===== src/rtl/srt_div_pkg.sv =====
// Shared types, limits and operand-slicing helper for the srt_div_arbiter slice.
// Optional feature macro used by the top: SRT_DIV_ZERO_BYPASS_EN.
package srt_div_pkg;

    localparam int DW_DEFAULT = 32;
    localparam int MAX_DW     = 64;
    localparam int MAX_NREQ   = 8;
    localparam int BUS_W      = MAX_DW * MAX_NREQ;

    typedef enum logic [1:0] {
        IDLE  = 2'd0,
        ISSUE = 2'd1,
        WAIT  = 2'd2,
        RESP  = 2'd3
    } state_e;

    // Slice idx of a packed per-requester bus (zero-extended to BUS_W); caller truncates to dw.
    function automatic logic [MAX_DW-1:0] op_slice(
        input logic [BUS_W-1:0] bus,
        input int unsigned      idx,
        input int unsigned      dw
    );
        return MAX_DW'(bus >> (idx * dw));
    endfunction

endpackage


===== src/rtl/srt_rr_arbiter.sv =====
// Round-robin grant for the shared divider: combinational rotate-priority search
// starting at a registered pointer that the owning FSM reloads after each response.
module srt_rr_arbiter #(
    parameter int NREQ = 4
) (
    input  logic                    clk,
    input  logic                    rst,
    input  logic [NREQ-1:0]         req_valid,
    input  logic                    ptr_load,
    input  logic [$clog2(NREQ)-1:0] ptr_value,
    output logic                    grant_valid,
    output logic [$clog2(NREQ)-1:0] grant_idx
);

    localparam int IW = $clog2(NREQ);
    localparam logic [IW:0] NREQ_W = (IW+1)'(NREQ);

    logic [IW-1:0] ptr_r;
    logic [IW:0]   sum_s;
    logic [IW-1:0] cand_s;
    logic          hit_s;

    // Rotate-priority search: first valid requester at or above the pointer, wrapping to 0.
    always_comb begin
        grant_valid = 1'b0;
        grant_idx   = {IW{1'b0}};
        sum_s       = {(IW+1){1'b0}};
        cand_s      = {IW{1'b0}};
        hit_s       = 1'b0;
        for (int k = 0; k < NREQ; k++) begin
            sum_s       = {1'b0, ptr_r} + (IW+1)'(k);
            cand_s      = (sum_s >= NREQ_W) ? IW'(sum_s - NREQ_W) : IW'(sum_s);
            hit_s       = req_valid[cand_s] & ~grant_valid;
            grant_idx   = hit_s ? cand_s : grant_idx;
            grant_valid = grant_valid | hit_s;
        end
    end

    // Pointer moves only when the FSM hands over the slot after a response.
    always_ff @(posedge clk) begin
        if (rst) begin
            ptr_r <= {IW{1'b0}};
        end else if (ptr_load) begin
            ptr_r <= ptr_value;
        end else begin
            ptr_r <= ptr_r;
        end
    end

endmodule


===== src/rtl/srt_div_arbiter.sv =====
// Shares one srt_4_div among NREQ requesters: round-robin accept, start/finish sequencing,
// one-cycle response pulse to the owner. Optional macro SRT_DIV_ZERO_BYPASS_EN skips the divider on /0.
module srt_div_arbiter
    import srt_div_pkg::*;
#(
    parameter int DW   = DW_DEFAULT,
    parameter int NREQ = 4
) (
    input  logic              clk,
    input  logic              rst,
    input  logic [NREQ-1:0]   req_valid,
    output logic [NREQ-1:0]   req_ready,
    input  logic [NREQ*DW-1:0] req_dividend,
    input  logic [NREQ*DW-1:0] req_divisor,
    output logic [NREQ-1:0]   rsp_valid,
    output logic [DW-1:0]     rsp_quotient,
    output logic [DW-1:0]     rsp_remainder,
    output logic              rsp_error,
    output logic              busy,
    output logic              div_rst_n,
    output logic              div_start,
    output logic [DW-1:0]     div_dividend,
    output logic [DW-1:0]     div_divisor,
    input  logic [DW-1:0]     div_quotient,
    input  logic [DW-1:0]     div_remainder,
    input  logic              div_finish,
    input  logic              div_error
);

    localparam int IW = $clog2(NREQ);

    function automatic logic [NREQ-1:0] onehot(input logic [IW-1:0] idx);
        return {{(NREQ-1){1'b0}}, 1'b1} << idx;
    endfunction

    state_e          state_r;
    logic [IW-1:0]   owner_r;
    logic            busy_r;
    logic            div_start_r;
    logic [NREQ-1:0] rsp_valid_r;
    logic [DW-1:0]   div_dividend_r;
    logic [DW-1:0]   div_divisor_r;
    logic [DW-1:0]   rsp_quotient_r;
    logic [DW-1:0]   rsp_remainder_r;
    logic            rsp_error_r;

    logic            grant_valid_s;
    logic [IW-1:0]   grant_idx_s;
    logic            ptr_load_s;
    logic [IW-1:0]   ptr_next_s;
    logic [DW-1:0]   sel_dividend_s;
    logic [DW-1:0]   sel_divisor_s;

    srt_rr_arbiter #(
        .NREQ (NREQ)
    ) u_arb (
        .clk         (clk),
        .rst         (rst),
        .req_valid   (req_valid),
        .ptr_load    (ptr_load_s),
        .ptr_value   (ptr_next_s),
        .grant_valid (grant_valid_s),
        .grant_idx   (grant_idx_s)
    );

    assign sel_dividend_s = DW'(op_slice(BUS_W'(req_dividend), 32'(grant_idx_s), DW));
    assign sel_divisor_s  = DW'(op_slice(BUS_W'(req_divisor), 32'(grant_idx_s), DW));

    // After a response the search restarts just past the requester that was served.
    always_comb begin
        ptr_load_s = (state_r == RESP);
        if (owner_r == IW'(NREQ - 1)) begin
            ptr_next_s = {IW{1'b0}};
        end else begin
            ptr_next_s = owner_r + IW'(1);
        end
    end

    // Accept is combinational so the requester sees it in the grant cycle; never during reset.
    always_comb begin
        if (!rst && (state_r == IDLE) && grant_valid_s) begin
            req_ready = onehot(grant_idx_s);
        end else begin
            req_ready = {NREQ{1'b0}};
        end
    end

    // Main sequencer: accept, single-cycle start, wait for finish, one-cycle response.
    always_ff @(posedge clk) begin
        if (rst) begin
            state_r         <= IDLE;
            owner_r         <= {IW{1'b0}};
            busy_r          <= 1'b0;
            div_start_r     <= 1'b0;
            rsp_valid_r     <= {NREQ{1'b0}};
            div_dividend_r  <= {DW{1'b0}};
            div_divisor_r   <= {DW{1'b0}};
            rsp_quotient_r  <= {DW{1'b0}};
            rsp_remainder_r <= {DW{1'b0}};
            rsp_error_r     <= 1'b0;
        end else begin
            case (state_r)
                IDLE: begin
                    div_start_r <= 1'b0;
                    rsp_valid_r <= {NREQ{1'b0}};
                    if (grant_valid_s) begin
                        div_dividend_r <= sel_dividend_s;
                        div_divisor_r  <= sel_divisor_s;
                        owner_r        <= grant_idx_s;
                        busy_r         <= 1'b1;
`ifdef SRT_DIV_ZERO_BYPASS_EN
                        if (sel_divisor_s == {DW{1'b0}}) begin
                            rsp_quotient_r  <= {DW{1'b1}};
                            rsp_remainder_r <= sel_dividend_s;
                            rsp_error_r     <= 1'b1;
                            rsp_valid_r     <= onehot(grant_idx_s);
                            state_r         <= RESP;
                        end else begin
                            div_start_r <= 1'b1;
                            state_r     <= ISSUE;
                        end
`else
                        div_start_r <= 1'b1;
                        state_r     <= ISSUE;
`endif
                    end else begin
                        busy_r  <= 1'b0;
                        state_r <= IDLE;
                    end
                end
                ISSUE: begin
                    // A finish seen while start is still high belongs to no operation of ours.
                    div_start_r <= 1'b0;
                    state_r     <= WAIT;
                end
                WAIT: begin
                    if (div_finish) begin
                        rsp_quotient_r  <= div_quotient;
                        rsp_remainder_r <= div_remainder;
                        rsp_error_r     <= div_error;
                        rsp_valid_r     <= onehot(owner_r);
                        state_r         <= RESP;
                    end else begin
                        state_r <= WAIT;
                    end
                end
                RESP: begin
                    rsp_valid_r <= {NREQ{1'b0}};
                    busy_r      <= 1'b0;
                    state_r     <= IDLE;
                end
                default: begin
                    div_start_r <= 1'b0;
                    rsp_valid_r <= {NREQ{1'b0}};
                    busy_r      <= 1'b0;
                    state_r     <= IDLE;
                end
            endcase
        end
    end

    assign div_rst_n     = ~rst;
    assign div_start     = div_start_r;
    assign div_dividend  = div_dividend_r;
    assign div_divisor   = div_divisor_r;
    assign rsp_valid     = rsp_valid_r;
    assign rsp_quotient  = rsp_quotient_r;
    assign rsp_remainder = rsp_remainder_r;
    assign rsp_error     = rsp_error_r;
    assign busy          = busy_r;

endmodule


===== config.mk =====
export PLATFORM = sky130hd
export DESIGN_NAME = srt_div_arbiter
export DESIGN_NICKNAME = d
export VERILOG_FILES = /design/src/rtl/srt_div_pkg.sv /design/src/rtl/srt_rr_arbiter.sv /design/src/rtl/srt_div_arbiter.sv
export SDC_FILE = /design/constraint.sdc
export NUM_CORES = 1
export LEC_CHECK = 0
export ABC_AREA = 1
export CAP_MARGIN = 0
export CORE_AREA = 2 2 184 186
export DETAILED_ROUTE_END_ITERATION = 16
export DIE_AREA = 0 0 186 188
export GPL_TIMING_DRIVEN = 0
export SKIP_CTS_REPAIR_TIMING = 1
export SYNTH_ARGS = -nofsm -noshare
export SYNTH_HDL_FRONTEND = slang
export SYNTH_SLANG_ARGS = --single-unit

===== constraint.sdc =====
create_clock -name clk -period 2.55 [get_ports clk]
set_clock_uncertainty 0.2 [all_clocks]
set_input_delay 0.255 -clock clk [delete_from_list [all_inputs] [get_ports clk]]
set_output_delay 0.255 -clock clk [all_outputs]
set_load 0.1 [all_outputs]

**After elaboration in Yosys (flattened, before gate mapping)**

Index checks and enable logic that the tools add are counted.
Widths: inputs -> output; s select.

- Register bits: 141
- Logic and storage cells: 83

- Order comparisons: 8
- Add/sub/neg operators: 8
- Reduce and logical (&&, ||, !) cells: 11
- Muxes and demuxes: 26
- Bitwise gates (word level): 10
- Shift-type cells: 4
- Equal/unequal tests: 5

Operators with widths:

| cell | count |
|---|---|
| $shr 128x7->32 | 2 |
| $mux 2 | 9 |
| $lt 2x3->1 const B | 4 |
| $ge 3x3->1 const B | 3 |
| $bmux 1 s2 | 4 |
| $mux 4 | 2 |
| $pmux 2 s4 | 1 |
| $pmux 4 s2 | 1 |
| $shl 1x2->4 const A | 2 |
| $sub 2x1->2 const B | 4 |
| $mux 1 | 7 |
| $add 2x2->3 const B | 2 |
| $eq 2x2->1 const B | 3 |
| $reduce_and 2->1 | 3 |
| $reduce_bool 2->1 | 3 |
| $not 1->1 | 4 |
| $pmux 1 s2 | 2 |
| $add 2x1->3 const B | 1 |
| $and 1x1->1 | 3 |
| $ge 2x3->1 const B | 1 |
| $or 1x1->1 | 3 |
| $add 2x1->2 const B | 1 |
| $eq 2x1->1 const B | 1 |
| $logic_and 1x1->1 | 2 |
| 4 further kinds | 4 |

**Logic depth before layout (Yosys ltp)**

Gate-level depths: netlist of the first run.

- Depth in word-level cells: 15
- Depth in mapped cells: 18
- Depth with buffers taken out: 15

**Modules after synthesis**

From an unflattened synthesis of the first run, not the netlist that was laid out.

- Cell total of the unflattened synthesis: 1126
- Area, all modules: 7409.6 um^2

By module, submodules not included:

| module | cells an instance | area an instance (um^2) | sequential area each (um^2) | instances |
|---|---|---|---|---|
| srt_div_arbiter | 1060 | 7041.8 | 2782.7 | 1 |
| srt_rr_arbiter | 66 | 367.9 | 40.0 | 1 |

**Worst setup path before layout of the first run**

OpenSTA, ideal clock, no wires.

- Path kind: flip-flop to output port
- From: reg u_arb.ptr_r[0]
- To: out req_ready[0]
- Slack: -1.429 ns
- Cell stages (with the launch flop): 15
- Arrival time: 3.524 ns
- Path through: dfxtp_1 > buf_6 > inv_4 > nand2_1 > nand2_2 > nand2_1 > nand2_1 > nor2_2 > nand3_2 > nand2_1 > inv_2 > buf_4 > buf_4 > nand2_1 > nor3_1

- Cells in the longest elaborated chain, start to end: 15
- Elaborated cells on any way between the ends: 39
- Classes of those cells: add/sub (7); order compare (4); shift (1); mux (17); bitwise (9); reduce/logical (1)

Ends and longest elaborated chain:

| element | RTL line | text |
|---|---|---|
| start, declared | srt_rr_arbiter.sv:18 | `logic [IW-1:0] ptr_r;` |
| start signal, assigned | srt_rr_arbiter.sv:42 | `ptr_r <= {IW{1'b0}};` |
| start signal, assigned | srt_rr_arbiter.sv:44 | `ptr_r <= ptr_value;` |
| start signal, assigned | srt_rr_arbiter.sv:46 | `ptr_r <= ptr_r;` |
| $add 2x1->3 (tied with other cells) | srt_rr_arbiter.sv:31 | `sum_s = {1'b0, ptr_r} + (IW+1)'(k);` |
| $ge 3x3->1 (tied with other cells) | srt_rr_arbiter.sv:32 | `cand_s = (sum_s >= NREQ_W) ? IW'(sum_s - NREQ_W) : IW'(sum_s);` |
| $mux 2 or $bmux 1 s2 (tied branches) | srt_rr_arbiter.sv:32, srt_rr_arbiter.sv:33 |  |
| $bmux 1 s2 or $mux 1 (tied branches) | srt_rr_arbiter.sv:33 | `hit_s = req_valid[cand_s] & ~grant_valid;` |
| $mux 1 (not written as such) or $not 1->1 (tied branches) | srt_rr_arbiter.sv:33 |  |
| $and 1x1->1 | srt_rr_arbiter.sv:33 |  |
| $or 1x1->1 | srt_rr_arbiter.sv:35 | `grant_valid = grant_valid \| hit_s;` |
| $not 1->1 | srt_rr_arbiter.sv:33 |  |
| $and 1x1->1 | srt_rr_arbiter.sv:33 |  |
| $or 1x1->1 | srt_rr_arbiter.sv:35 |  |
| $not 1->1 | srt_rr_arbiter.sv:33 |  |
| $and 1x1->1 | srt_rr_arbiter.sv:33 |  |
| $mux 2 or $or 1x1->1 (tied branches) | srt_rr_arbiter.sv:34, srt_rr_arbiter.sv:35 |  |
| $shl 1x2->4 or $logic_and 1x1->1 (tied branches) | srt_div_arbiter.sv:33, srt_div_arbiter.sv:81 |  |
| $mux 4 (*) | srt_div_arbiter.sv:81 | `if (!rst && (state_r == IDLE) && grant_valid_s) begin` |
| end, declared | srt_div_arbiter.sv:12 | `output logic [NREQ-1:0] req_ready,` |

Every way passes the cells marked *; elsewhere a longest branch is shown, timed or not. The select of a mux whose other input is x is not followed.

**Worst setup path in the final report of the first run**

- From: reg u_arb.ptr_r[0]
- To: out req_ready[1]

The elaborated chain is that of the path after synthesis.

==> results of run 1 <==
==> stage by stage <==
| step | setup TNS, ps | std cells | cell area [µm²] | worst slack, ps |
|---|---|---|---|---|
| floorplan | -329.6 | 1404 | 8509 | -93.46 |
| global placement | -16590 | 2318 | 13730 | -1517 |
| detailed placement | -17480 | 2318 | 13730 | -1517 |
| CTS | -7445 | 2349 | 14330 | -1702 |
| global route | -1780 | 2377 | 14740 | -397.8 |
| finish | -940.0 | 2377 | 14740 | -252.1 |
==> flip-flops by register name, indices dropped and copies added, names as in the netlist <==
| register | count |
|---|---|
| div_dividend | 32 |
| div_divisor | 32 |
| rsp_quotient | 32 |
| rsp_remainder | 32 |
| rsp_valid | 4 |
| owner_r | 2 |
| state_r | 2 |
| u_arb.ptr_r | 2 |
| busy | 1 |
| div_start | 1 |
| rsp_error | 1 |
==> worst max-delay path: cells and delay by family (launching register included) <==
kind	cells	cell delay (ps)
buf+inv	5	690
simple gates	9	830
flops	1	370
==> layout make-up <==
type                            instances  area (µm²)  share of cell area [%]
Inverter                               87       357.8                   2.427
Sequential cell                       141        2828                   19.18
Clock inverter                         13       155.1                   1.052
Tap cell                              448       560.5                   3.802
Multi-Input combinational cell       1061        4771                   32.36
Clock buffer                           18       439.2                   2.979
Antenna cell                            3       7.507                 0.05092
Buffer                                111       663.1                   4.498
Timing Repair Buffer                  495        4962                   33.66
==> final timing paths <==
check | startpoint | end | slack [ps] | cells past startpoint
min | div_quotient[30] | rsp_quotient[30] | 250 | 3
max reg2reg | u_arb.ptr_r[0] | div_dividend[20] | 110 | 20
min reg2reg | rsp_valid[3] | rsp_valid[3] | 260 | 2
max | u_arb.ptr_r[0] | req_ready[1] | -250 | 14
==> placed cells by master (no fill, tap or decap), types with 9 or more instances in the layout <==
cell	Yosys	final
inv_1	80	78
clkdlybuf4s50_1	0	460
clkbuf_1	34	31
o21ai_0	69	69
dfxtp_1	141	139
buf_4	7	29
nor2_1	261	261
buf_6	12	10
ha_1	9	9
buf_2	58	54
nand2_2	2	16
nand2_1	498	481
nand3_1	78	74
clkbuf_16	0	19
nand4_1	129	129
==> kinds of logic (layout without fill, tap and decap cells) <==
| logic type | after synthesis | count (layout) | synth area share, % |
|---|---|---|---|
| DFF | 141 | 141 | 33.67 |
| AOI/OAI and AO/OA | 75 | 75 | 4.522 |
| other | 0 | 3 | 0 |
| buffers and inverters | 202 | 724 | 11.33 |
| and+or+nand+nor | 977 | 977 | 49.14 |
| adders and majority gates | 9 | 9 | 1.343 |
==> report_power, final <==
part           internal (mW)  switching [mW]  total, mW  leakage (nW)
combinational           3.39            8.47       11.9          5.38
sequential              2.86           0.413       3.28          1.16
clock                   1.49            1.11       2.60         0.282
==> per-layer routing <==
metal / vias to the layer above / GRT usage (%)
met5: - / 0
met4: 2 / 7.420
met1: 4934 / 25.16
li1: 5510 / -
met2: 405 / 42.02
met3: 47 / 7.982
==> summary.md, run 1 <==
| Metric | Value |
|---|---|
| P&R area growth vs syn | 75.85% |
| Post-Route M1 WL | 16,420 µm |
| WL final | 42,620 µm |
| Peak supply drop | 545.7 µV |
| CP peak stage delay | 370 ps |
| P_leak | 6.820 nW |
| DRC errors left | 0 |
| CP most frequent cell | nand2_2 |
| Yosys reg bits | 141 |
| Async SR Flop Fraction | 0% |
| Clock Tree Root | clkbuf_16 |
| Crit path launch type | flip-flop |
| Maxcap violations | 0 |
| Cell taking the most area after synthesis | dfxtp_1 |
| Pins Over Slew Limit | 0 |
| Final total power | 17.73 mW |
| Core area | 33,110 µm² |
| Main flop type after synthesis | dfxtp_1 |
| H-tree depth | 4 |
| Synth warnings | 0 |
| Power per cell area | 1203 nW/µm² |
| Type of the most critical hold path | input port to flip-flop |
| Required @ worst endpoint | 2100 ps |
| Min Tclk post-route | 2802 ps |
| Std cell rows | 67 |
| Sequential area share after synthesis | 33.67% |
| # nets final | 2,251 |
| Num CTS Buffers | 17 |
| Initial Utilization | 25.32% |
| Count leader, synth | nand2_1 |
| Critical Path, Cell by Cell | buf_8, clkinv_8, nand2_4, nand2_4, nand2_1, nand2_2, nand2_2, nand2_1, nand2_2, nand3_4, buf_12, buf_4, nor3_4, buf_12 |
| Drt wl/cell | 17.93 µm |
| Post-synth EDFFs | 0 |
| Syn nets | 1,741 |
| Synth Cell Area | 8384 µm² |
| Post-synth cell types | 22 |
| Worst-Skew Late Latency | 420 ps |
| Slew HR | 24.17% |
| Top cells by count, synth | nand2_1 (498), nor2_1 (261), dfxtp_1 (141) |
| Io pins | 468 |
| Outcome | finished with violations |
| Die width | 186 µm |
| Fin util | 44.53% |
| CTS tree | yes |
| Hold Violations, Final | 0 |
| Vias in the first global route | 10,469 |
| First-pass GRT wire length | 60,780 µm |
| Die area | 34,970 µm² |
| Top layer in use | met5 |
| Die H | 188 µm |
| Initial antenna violation count | 6 |
| Filler cells | 3,459 |
| CP Capture Type | output port |
| Port Buf Inserts | 466 |
| Met3 wire len | 3981 µm |
| Syn avg cell area | 5.972 µm² |
| Failing checks | negative setup slack |
| CTS Buffer Depth | 2 |
| Metal2 WL | 21,350 µm |
| Largest net degree at the start of global routing | 17 |
| Final antenna-violating net count | 0 |
| Clock sink count | 141 |
| Top cell type's share of synthesized area | 33.67% |
| WP data arrival | 2350 ps |
| Fmax achieved | 356.9 MHz |
| Setup ws final | -252.1 ps |
| DR pass1 iterations | 5 |
| DP HPWL | 33,660 µm |
| RSZ-0062 raised after global routing | true |
| Starting DRC count in detailed routing | 464 |
| Worst-margin pin slew | 1136 ps |
| RePlAce Congestion | 0.9146 |
| CP max stage cell | dfxtp_4 |
| Layout cells sized above 1 | 9.657% |
| Clock Pin Slew Worst Setup and Hold Paths | 70 ps |
| Vias per cell | 4.585 |
| Most area-consuming cells after synthesis | dfxtp_1 (34%), nand2_1 (22%), nor2_1 (12%) |
| Synth Instances | 1,404 |
| DR vias | 10,898 |
| Final setup viols | 4 |
| Tot GR Track Use | 23.25% |
| Fin crit share | 109.9% |
| Worst-path maximum fanout | 9 |
| Overflow after GRT | 0 |
| Setup Crit Path Kind | flip-flop to output port |
| Fin Hold WS | 249.1 ps |
Note: power is estimated with default switching activity, not from simulation.
==> inputs of run 2 (changes only) <==
--- a/config.mk
+++ b/config.mk
@@ -16,2 +16,3 @@
 export SYNTH_HDL_FRONTEND = slang
 export SYNTH_SLANG_ARGS = --single-unit
+export TNS_END_PERCENT = 1
==> constraint.sdc (replaced) <==
create_clock -name clk -period 2.55 [get_ports clk]
set_clock_uncertainty 0.2 [all_clocks]
set_input_delay 0.51 -clock clk [delete_from_list [all_inputs] [get_ports clk]]
set_output_delay 0.51 -clock clk [all_outputs]
set_load 0.1 [all_outputs]
==> run 2 against run 1 <==
Net effect:
- the run still ends with negative setup slack left
- combinational power hardly changed
- critical path depth rose by 1
- sequential power shrank 1%
- die area unchanged
- first-iteration DRC count increased by 12%
==> summary.md, run 2 (synthesized netlist as in run 1, its figures left out) <==
| Metric | Value |
|---|---|
| Maxcap violations | 0 |
| FF-to-FF setup slack | 70 ps |
| First-pass GRT wire length | 60,700 µm |
| Hold endpoint | rsp_valid[0] |
| Die H | 188 µm |
| Layout cells sized above 1 | 9.318% |
| Initial Utilization | 25.32% |
| Crit path launch type | flip-flop |
| Fin crit share | 121.0% |
| CTS tree | yes |
| Fin Hold WS | 261.7 ps |
| Worst-margin pin slew | 1140 ps |
| Peak supply drop | 515.4 µV |
| Gate power share | 67.1% |
| WL final | 42,850 µm |
| Largest net degree at the start of global routing | 17 |
| Port Buf Inserts | 466 |
| Outcome | finished with violations |
| Vias in the first global route | 10,395 |
| Hold path cells | 2 |
| DRC errors left | 0 |
| Clock Tree Root | clkbuf_16 |
| Final antenna-violating net count | 0 |
| DR vias | 11,034 |
| Worst-Skew Late Latency | 430 ps |
| Worst hold start | rsp_valid[0] |
| Most frequent cells in the layout | nand2_1 (482), clkdlybuf4s50_1 (322), nor2_1 (261) |
| Hold Violations, Final | 0 |
| Sw Ratio | 56.69% |
| Type of the most critical hold path | flip-flop to flip-flop |
| Std cell rows | 67 |
| Starting DRC count in detailed routing | 519 |
| Tot GR Track Use | 23.14% |
| Power per cell area | 1173 nW/µm² |
| RePlAce Congestion | 0.9295 |
| Slew HR | 23.85% |
| Switch Pwr | 10.00 mW |
| # nets final | 2,245 |
| Final setup viols | 5 |
| RSZ-0062 raised after global routing | true |
| Num CTS Buffers | 17 |
| P_leak | 9.001 nW |
| Setup Crit Path Kind | flip-flop to output port |
| H-tree depth | 4 |
| Part of the power in registers | 18.4% |
| Drt wl/cell | 18.06 µm |
| DP HPWL | 33,590 µm |
| CP Capture Type | output port |
| Core area | 33,110 µm² |
| Overflow after GRT | 0 |
| Required @ worst endpoint | 1840 ps |
| Pre-CTS setup slack | -1981 ps |
| Initial antenna violation count | 8 |
| Min Tclk post-route | 3086 ps |
| Failing checks | negative setup slack |
| Fmax achieved | 324.1 MHz |
| Clock power share | 14.5% |
| Setup ws final | -535.8 ps |
| Int Pwr | 7.640 mW |
| Die area | 34,970 µm² |
| Most common cell after layout, fill and taps aside | nand2_1 |
| WP data arrival | 2380 ps |
| R2r startpoint | u_arb.ptr_r[0] |
| Clock sink count | 141 |
| DR pass1 iterations | 5 |
| Clock Pin Slew Worst Setup and Hold Paths | 60 ps |
| CTS Buffer Depth | 2 |
| R2R Path End | div_divisor[9] |
| Die width | 186 µm |
| P&R area growth vs syn | 79.38% |
| Filler cells | 3,461 |
| Io pins | 468 |
| Vias per cell | 4.650 |
| R2R cell count | 16 |
| Pins Over Slew Limit | 0 |
| Worst-path maximum fanout | 6 |
## run 2: changes by cell type in the layout (fill, tap and decap cells not counted), moves of 3 or more
cell and change:
clkdlybuf4s50_1 -138, dlymetal6s2s_1 +138, buf_4 -7, nand2_2 -6
nand2_4 +5, inv_2 +4, inv_1 -3
## run 2: layout make-up
type / instances / area (µm²) / area share [%]
antenna: 4 / 10.01 / 0.06656
buffer: 114 / 706.9 / 4.701
clock buffer: 20 / 466.7 / 3.103
clock inverter: 12 / 123.9 / 0.8236
inverter: 87 / 354.1 / 2.354
multi-input combinational: 1061 / 4787 / 31.83
sequential: 141 / 2825 / 18.79
tap: 448 / 560.5 / 3.727
timing repair buffer: 486 / 5205 / 34.61
## run 2: how the worst max path moves through the flow
stage / startpoint / to
global placement: req_valid[3] / req_ready[3]
detailed placement: req_valid[3] / req_ready[3]
finish: u_arb.ptr_r[0] / req_ready[3]
floorplan: req_valid[1] / req_ready[0]
CTS: req_valid[3] / req_ready[3]
global route: u_arb.ptr_r[0] / req_ready[3]
## run 2: worst max-delay path, stage by stage (launching register included)
cell and delay, ps:
dfxtp_2 330, buf_8 130, buf_6 130, nand2_2 50
nand2_2 70, nand2_1 60, nand2_1 80, nand2_1 50
o21ai_1 130, inv_1 60, nand2_2 120, inv_4 60
buf_12 130, buf_12 130, nor3_4 210, buf_12 200
## run 2: power by group through the flow
stage	combinational [mW]	sequential, mW	clock (mW)
final	11.8	3.24	2.57
after global routing	12.6	3.30	2.72
after CTS	11.5	3.27	2.63
after detailed placement	11.5	3.31	0
after global placement	11.5	3.28	0
after floorplan	3.84	7.68	0
## run 2: metrics by stage
step	util, %	area [µm²]	setup TNS [ps]	power, mW	instances
4_1_cts	43.25	14320	-25370	17.45	2350
3_5_place_dp	41.47	13730	-37680	14.81	2318
6_report	45.42	15040	-2447	17.64	2373
2_1_floorplan	-	8506	-2972	11.52	1404
3_3_place_gp	41.47	13730	-36240	14.76	2318
5_1_grt	45.41	15040	-3657	18.63	2372
## run 2: metal layers
layer	wire, µm	track usage [%]	up-vias	part of all wire (%)
met4	1278	7.844	6	3.0
met1	16170	25.09	5008	38
met5	42	0	-	0.098
li1	-	-	5492	-
met3	4334	8.040	64	10
met2	21020	41.46	464	49
